$ cat src/rtl/dht11_frame_sender_pkg.sv
// dht_frame_pkg: state encoding, status codes and frame constants shared by the frame sender.
package dht_frame_pkg;
    localparam logic [2:0] S_IDLE      = 3'd0;
    localparam logic [2:0] S_KICK      = 3'd1;
    localparam logic [2:0] S_WAIT_BUSY = 3'd2;
    localparam logic [2:0] S_WAIT_DONE = 3'd3;
    localparam logic [2:0] S_CHECK     = 3'd4;
    localparam logic [2:0] S_SEND      = 3'd5;
    localparam logic [2:0] S_FIN       = 3'd6;
    typedef enum logic [1:0] {ST_OK = 2'd0, ST_CSUM = 2'd1, ST_SENSOR = 2'd2, ST_TIMEOUT = 2'd3} status_e;
    localparam int FRAME_LEN = 6;
    localparam logic [7:0] DEF_HEADER = 8'hAA;
endpackage

$ cat src/rtl/dht11_frame_sender_checksum.sv
// dht_checksum: 8-bit wrap-around sum of the four DHT11 data bytes compared with the sensor checksum.
module dht_checksum (
    input  logic [7:0] a,
    input  logic [7:0] b,
    input  logic [7:0] c,
    input  logic [7:0] d,
    input  logic [7:0] check_sum,
    output logic       match
);
    logic [7:0] sum;
    assign sum   = a + b + c + d;
    assign match = sum == check_sum;
endmodule

$ cat src/rtl/dht11_frame_sender.sv
// dht11_frame_sender: drives one DHT11 measurement per request and ships a 6-byte result frame to the UART TX.
module dht11_frame_sender
    import dht_frame_pkg::*;
#(
    parameter int          TIMEOUT_CYCLES = 100_000_000,
    parameter int          CNT_W          = 27,
    parameter logic [7:0]  HEADER         = DEF_HEADER
) (
    input  logic       clk,
    input  logic       rst,
    input  logic       req,
    output logic       dht_en,
    output logic       dht_rst,
    input  logic [7:0] hum_int,
    input  logic [7:0] hum_float,
    input  logic [7:0] temp_int,
    input  logic [7:0] temp_float,
    input  logic [7:0] check_sum,
    input  logic       dht_busy,
    input  logic       dht_error,
    output logic [7:0] tx_data,
    output logic       tx_valid,
    input  logic       tx_ready,
    output logic       done,
    output logic [1:0] status,
    output logic       idle
);
    logic [2:0]       state;
    logic [CNT_W-1:0] cnt;
    logic [2:0]       idx;
    logic             flag;
    logic [7:0]       hi, hf, ti, tf;
    logic [7:0]       frame_byte;
    logic             match;
    logic             timeout;

    dht_checksum u_csum (
        .a(hum_int), .b(hum_float), .c(temp_int), .d(temp_float),
        .check_sum(check_sum), .match(match)
    );

    assign timeout    = cnt == CNT_W'(TIMEOUT_CYCLES - 1);
    assign frame_byte = idx == 3'd0 ? HEADER :
                        idx == 3'd1 ? {6'b0, status} :
                        idx == 3'd2 ? hi :
                        idx == 3'd3 ? hf :
                        idx == 3'd4 ? ti : tf;

    // Outputs are registered from the state being entered, so they are glitch-free and match the state they describe.
    always_ff @(posedge clk) begin
        if (rst) begin
            state    <= S_IDLE;
            cnt      <= '0;
            idx      <= '0;
            flag     <= 1'b0;
            {hi, hf, ti, tf} <= '0;
            dht_en   <= 1'b0;
            dht_rst  <= 1'b0;
            tx_valid <= 1'b0;
            tx_data  <= '0;
            done     <= 1'b0;
            status   <= ST_OK;
            idle     <= 1'b1;
        end else begin
            dht_en <= 1'b1;
            done   <= 1'b0;
            case (state)
                S_IDLE: begin
                    dht_rst <= 1'b1;
                    idle    <= 1'b1;
                    if (req) begin
                        state   <= S_KICK;
                        dht_rst <= 1'b0;
                        idle    <= 1'b0;
                    end
                end
                S_KICK: begin
                    cnt   <= '0;
                    flag  <= 1'b0;
                    state <= S_WAIT_BUSY;
                end
                S_WAIT_BUSY: begin
                    if (dht_busy) begin
                        cnt   <= '0;
                        state <= S_WAIT_DONE;
                    end else if (timeout) begin
                        status   <= ST_TIMEOUT;
                        {hi, hf, ti, tf} <= '0;
                        idx      <= '0;
                        tx_valid <= 1'b1;
                        tx_data  <= HEADER;
                        state    <= S_SEND;
                    end else begin
                        cnt <= cnt + 1'b1;
                    end
                end
                S_WAIT_DONE: begin
                    if (dht_error) flag <= 1'b1;
                    if (!dht_busy) begin
                        state <= S_CHECK;
                    end else if (timeout) begin
                        // A stuck busy after an error is reported as a sensor error rather than a plain timeout.
                        status   <= (flag || dht_error) ? ST_SENSOR : ST_TIMEOUT;
                        {hi, hf, ti, tf} <= '0;
                        idx      <= '0;
                        tx_valid <= 1'b1;
                        tx_data  <= HEADER;
                        state    <= S_SEND;
                    end else begin
                        cnt <= cnt + 1'b1;
                    end
                end
                S_CHECK: begin
                    status   <= flag ? ST_SENSOR : match ? ST_OK : ST_CSUM;
                    {hi, hf, ti, tf} <= flag ? 32'h0 : {hum_int, hum_float, temp_int, temp_float};
                    idx      <= '0;
                    tx_valid <= 1'b1;
                    tx_data  <= HEADER;
                    state    <= S_SEND;
                end
                S_SEND: begin
                    if (tx_valid && tx_ready) begin
                        tx_valid <= 1'b0;
                        if (idx == 3'(FRAME_LEN - 1)) begin
                            done  <= 1'b1;
                            state <= S_FIN;
                        end else begin
                            idx <= idx + 1'b1;
                        end
                    end else if (!tx_valid) begin
                        tx_valid <= 1'b1;
                        tx_data  <= frame_byte;
                    end
                end
                S_FIN: begin
                    dht_rst <= 1'b1;
                    idle    <= 1'b1;
                    state   <= S_IDLE;
                end
                default: state <= S_IDLE;
            endcase
        end
    end
endmodule

$ cat config.mk
export PLATFORM = sky130hd
export DESIGN_NAME = dht11_frame_sender
export DESIGN_NICKNAME = d
export VERILOG_FILES = /design/src/rtl/dht11_frame_sender_pkg.sv /design/src/rtl/dht11_frame_sender_checksum.sv /design/src/rtl/dht11_frame_sender.sv
export SDC_FILE = /design/constraint.sdc
export NUM_CORES = 1
export LEC_CHECK = 0
export ABC_AREA = 1
export CAP_MARGIN = 20
export CORE_ASPECT_RATIO = 0.9
export CORE_MARGIN = 2
export CORE_UTILIZATION = 50
export DETAILED_ROUTE_END_ITERATION = 6
export PLACE_DENSITY = 0.73
export SETUP_SLACK_MARGIN = 0.5
export SLEW_MARGIN = 30
export SYNTH_ARGS = -nofsm -noshare
export SYNTH_HDL_FRONTEND = slang
export SYNTH_SLANG_ARGS = --single-unit
$ cat constraint.sdc
create_clock -name clk -period 4.75 [get_ports clk]
set_clock_uncertainty 0.15 [all_clocks]
set_input_delay 0.95 -clock clk [delete_from_list [all_inputs] [get_ports clk]]
set_output_delay 0.95 -clock clk [all_outputs]
set_load 0.005 [all_outputs]
; ---- Word-level counts from Yosys, hierarchy flattened
; Index checks and enable logic that the tools add are counted.
[classes]
n_addsub = 5
n_eq_ne = 24
muxes = 64
bitwise = 2
n_reduce_logical = 18
[ops]
columns = op, count
row1 = 8-bit two-way mux, 22
row2 = 8-bit case mux with 3 select lines, 4
row3 = 27-bit two-way mux, 3
row4 = 27-bit case mux with 3 select lines, 1
row5 = 3-bit two-way mux, 11
row6 = 32-bit two-way mux, 1
row7 = 8-bit case mux with 4 select lines, 1
row8 = 27-bit by 1-bit adder with 27-bit output (second input constant), 1
row9 = 27-bit == test (second input constant), 1
row10 = 8-bit adder, 3
row11 = 2-bit != test (second input constant), 11
row12 = 3-bit case mux with 6 select lines, 1
row13 = 3-bit == test (second input constant), 5
row14 = 5-bit AND reduction, 3
row15 = 3-bit by 2-bit == test with 1-bit output (second input constant), 4
row16 = 3-bit case mux with 4 select lines, 1
row17 = 1-bit two-way mux, 10
row18 = 2-bit two-way mux, 5
row19 = 3-bit AND reduction, 3
row20 = 8-bit == test, 1
row21 = 3-bit by 1-bit == test with 1-bit output (second input constant), 2
row22 = 3-bit zero test, 2
row23 = 2-bit case mux with 3 select lines, 1
row24 = 3-bit nonzero test, 2
row25 = other kinds (10), 14
[word_totals]
ff_bits = 81
in_bits = 46
elab_cells = 128

; ---- Logic depth before layout (Yosys ltp)
[depth]
depth_word = 9
depth_mapped = 17
ltp_nobuf = 17

; ---- By module
; From an unflattened synthesis, not the netlist that was laid out.
[unflattened]
cells_unflattened = 733
area_unflattened_um2 = 4860.9
[modules_own_cells]
columns = mod, n_inst, cells_each, area_each_um2, seq_area_each_um2
row1 = dht11_frame_sender, 1, 606, 4017.6, 1621.6
row2 = dht_checksum, 1, 127, 843.3, 0.0

; ---- Worst setup path before layout
; No wires, ideal clock.
[synth_path]
kind = input -> register
start = input hum_int[1]
end = register status[0]
setup_time_ps = 120
t_arrival_ps = 3375
required_ps = 4480
path_slack_ps = 1105
path_stages = 14
path_cell_list = fa_1 inv_1 fa_1 inv_1 ha_1 fa_1 xnor2_1 nand3_1 nor2_1 nand2_1 nor2_1 nand2_1 o21bai_1 a21oi_1
[synth_via]
elab_chain_len = 7
[synth_lines]
columns = element, line
row1 = start: declaration, dht11_frame_sender.sv:14  ; input logic [7:0] hum_int,
row2 = 8-bit adder (3 in series), dht11_frame_sender_checksum.sv:11  ; assign sum = a + b + c + d;
row3 = 8-bit == test, dht11_frame_sender_checksum.sv:12  ; assign match = sum == check_sum;
row4 = 1-bit two-way mux, dht11_frame_sender.sv:114  ; status <= flag ? ST_SENSOR : match ? ST_OK : ST_CSUM;
row5 = 2-bit two-way mux, dht11_frame_sender.sv:114
row6 = 2-bit case mux with 3 select lines, dht11_frame_sender.sv:67  ; case (state)
row7 = end signal: assignment, dht11_frame_sender.sv:103  ; status <= (flag || dht_error) ? ST_SENSOR : ST_TIMEOUT;
row8 = end signal: assignment, dht11_frame_sender.sv:114
row9 = end: declaration, dht11_frame_sender.sv:25  ; output logic [1:0] status,
; Every way passes these cells.
; A chain may end at the register's enable or synchronous reset.

; ---- Worst setup path in the final report
; Ends and elaborated chain as after synthesis.

==> impl_metrics.py <==
metrics = {
    "outcome": {
        "status": "finished, final reports clean",
    },
    "finish": {
        "fillers": 854,
        "diodes": 0,
        "multiInputGateArea_um2": 2710,
        "final_nets": 809,
        "syn_to_final_growth_pct": 19.3,
        "regArea_um2": 1620,
        "final_layout_size_suffix_gt1_frac": 0.0567,
    },
    "routing": {
        "drc": 0,
        "vias_per_cell": 5.20,
        "wirelength_um": 11700,
        "drtIter0Drc": 213,
        "num_vias": 4489,
        "drt.antenna.violating_nets": 0,
        "drt-pass1-iter-count": 7,
        "wl_per_cell_um": 13.6,
    },
    "clocking": {
        "h-tree-depth": 3,
        "cts_buffers": 9,
        "cts.path.max_buffers": 2,
        "cts_tree": "yes",
        "post_cts_resized": 0,
        "clock-sinks": 81,
        "clk_pin_slew_ns": 0.09,
        "post_cts_buffers": 0,
        "clock_latency_ns": 0.36,
        "cts-root-buf": "clkbuf_8",
        "postCtsHoldBufs": 0,
    },
    "synthesis": {
        "async_flop_share": 0,
        "synth_ff_type": "dfxtp_1",
        "synth_top_area_frac": 0.344,
        "synthTopCellsByCount": "188 x nand2_1, 81 x dfxtp_1, 75 x inv_1",
        "synth_cell_type_count": 44,
        "synth_top_cell_by_area": "dfxtp_1",
        "syn_nets": 753,
        "yosysMostFrequentCell": "nand2_1",
        "synth_cells": 680,
        "synthTopCellsByArea": "dfxtp_1 34%, nand2_1 15%, a21oi_1 7.5%",
        "synth-edff-count": 0,
        "syn-mean-instance-area_um2": 6.93,
        "synthesis.area_um2": 4720,
        "ys_ff_latch": 81,
        "ys_seq_area_frac": 0.344,
        "ys_warn_count": 0,
    },
    "pwr": {
        "power_mw": 1.67,
        "pwr_density_cell_nw_per_um2": 297,
        "peakVddDrop_v": 0.000191,
        "leakage_nw": 2.25,
    },
    "sta": {
        "rsz0062_at_grt": "no",
        "setup_violations": 0,
        "timing.setup.tns_ns": 0,
        "min_period_over_period": 0.825,
        "relSlewSlack": 0.427,
        "hold_viol_final": 0,
        "tightest_slew_ns": 0.859,
        "maxClockFrequency_mhz": 255,
        "period_needed_ns": 3.92,
        "slew_viol_final": 0,
    },
    "floorplanning": {
        "die_area_um2": 10200,
        "die_y_um": 96.1,
        "num_rows": 33,
        "initial_core_util": 0.517,
        "core_um2": 9130,
        "die_w_um": 106,
        "io_pins": 61,
    },
    "worst_hold_path": {
        "hp-class": "reg2reg",
    },
    "worst_setup_path": {
        "path_class": "in2reg",
        "path_max_fanout": 3,
        "worst_ep_required_time_ns": 4.84,
        "startpoint_type": "input port",
        "end_kind": "flop",
        "arrival_ns": 4.01,
    },
    "place": {
        "place.port_buffers": 60,
        "dp_hpwl_um": 8960,
        "gp_congestion": 0.873,
    },
    "grt": {
        "grt_first_pass_wirelength_um": 19700,
        "first_global_vias": 4301,
        "grt_antenna_before_repair": 0,
        "grt_usage": 0.241,
        "grt_max_degree": 48,
        "globalRouteOverflowTotal": 0,
    },
    "run": {
        "cap_violations": 0,
    },
}
[power by group]
group / internal, mW / total [mW] / leakage (nW) / switching, mW
registers: 0.691 / 0.705 / 0.654 / 0.0143
clock network: 0.296 / 0.565 / 0.109 / 0.269
logic: 0.174 / 0.400 / 1.49 / 0.226
[registers in the layout, summed over array words and instances, names as in the netlist, 2 cells and up]
name     cells
cnt         27
hf           8
hi           8
idx          3
state        3
status       2
tf           8
ti           8
tx_data      8
[layout by cell type, fill, tap and decap left out, types with 3 or more instances in the layout]
cell | Yosys | routed
a21oi_1 | 71 | 71
inv_2 | 3 | 3
xnor2_1 | 5 | 5
nand3b_1 | 3 | 3
nand3_1 | 40 | 40
nor3_1 | 7 | 7
clkdlybuf4s50_1 | 0 | 60
xor2_1 | 5 | 5
o21ai_1 | 5 | 5
clkbuf_8 | 0 | 9
nor2_1 | 65 | 65
a31oi_1 | 5 | 5
or2_2 | 4 | 4
inv_1 | 75 | 75
o21ai_0 | 29 | 29
nor2_2 | 3 | 3
nor4_1 | 4 | 4
o21bai_1 | 3 | 3
nand2_1 | 188 | 188
o21a_1 | 5 | 5
fa_1 | 14 | 14
dfxtp_1 | 81 | 81
nand4_1 | 11 | 11
ha_1 | 13 | 13
[metrics by stage]
stage | hold WS (ns) | setup slack, ns | instances | util | area [um^2]
finish | 0.312 | 0.830 | 863 | 0.616 | 5620
global route | 0.333 | 0.642 | 863 | 0.616 | 5620
CTS | 0.315 | 0.805 | 863 | 0.616 | 5620
detailed placement | 0.302 | 0.431 | 847 | 0.592 | 5410
global placement | 0.295 | 0.501 | 847 | 0.592 | 5410
floorplan | 0.287 | 1.11 | 680 | - | 4720
[kinds of logic after synthesis]
| logic type | Yosys count | share of synthesized area |
|---|---|---|
| buffers and inverters | 97 | 0.0809 |
| adders and majority gates | 27 | 0.0939 |
| xor gates and xnor gates | 11 | 0.0233 |
| DFF | 81 | 0.344 |
| and+or+nand+nor | 337 | 0.310 |
| AOI/OAI and AO/OA | 127 | 0.148 |
[worst max-delay path, stage by stage]
cell and delay, ns:
clkdlybuf4s50_1 0.44, fa_1 0.56, inv_1 0.06, fa_1 0.50, inv_1 0.04, ha_1 0.23
fa_1 0.51, xnor2_1 0.12, nand3_1 0.09, nor2_1 0.09, nand2_1 0.05, nor2_1 0.07
nand2_1 0.05, o21bai_1 0.15, a21oi_1 0.08
[final cells by class]
| cell class | count | share of cell area |
|---|---|---|
| Clock buffer | 9 | 0.0220 |
| Clock inverter | 7 | 0.0169 |
| Inverter | 80 | 0.0538 |
| Multi-Input combinational cell | 502 | 0.482 |
| Sequential cell | 81 | 0.288 |
| Tap cell | 122 | 0.0271 |
| Timing Repair Buffer | 62 | 0.109 |
[worst paths after layout]
check | from | end | slack (ns) | cells after the start
worst max-delay path | hum_int[1] | status[0] | 0.83 | 15
worst min-delay path | hi[5] | hi[5] | 0.31 | 2
worst max register to register | cnt[0] | status[0] | 2.26 | 8
worst min register to register | hi[5] | hi[5] | 0.31 | 2
[per-layer routing]
metal	GRT usage	routed length, um
met2	0.418	5560
met4	0.0932	244
met3	0.0372	382
met1	0.305	5510
met5	0	0
Power figures use the tool's default switching activity.
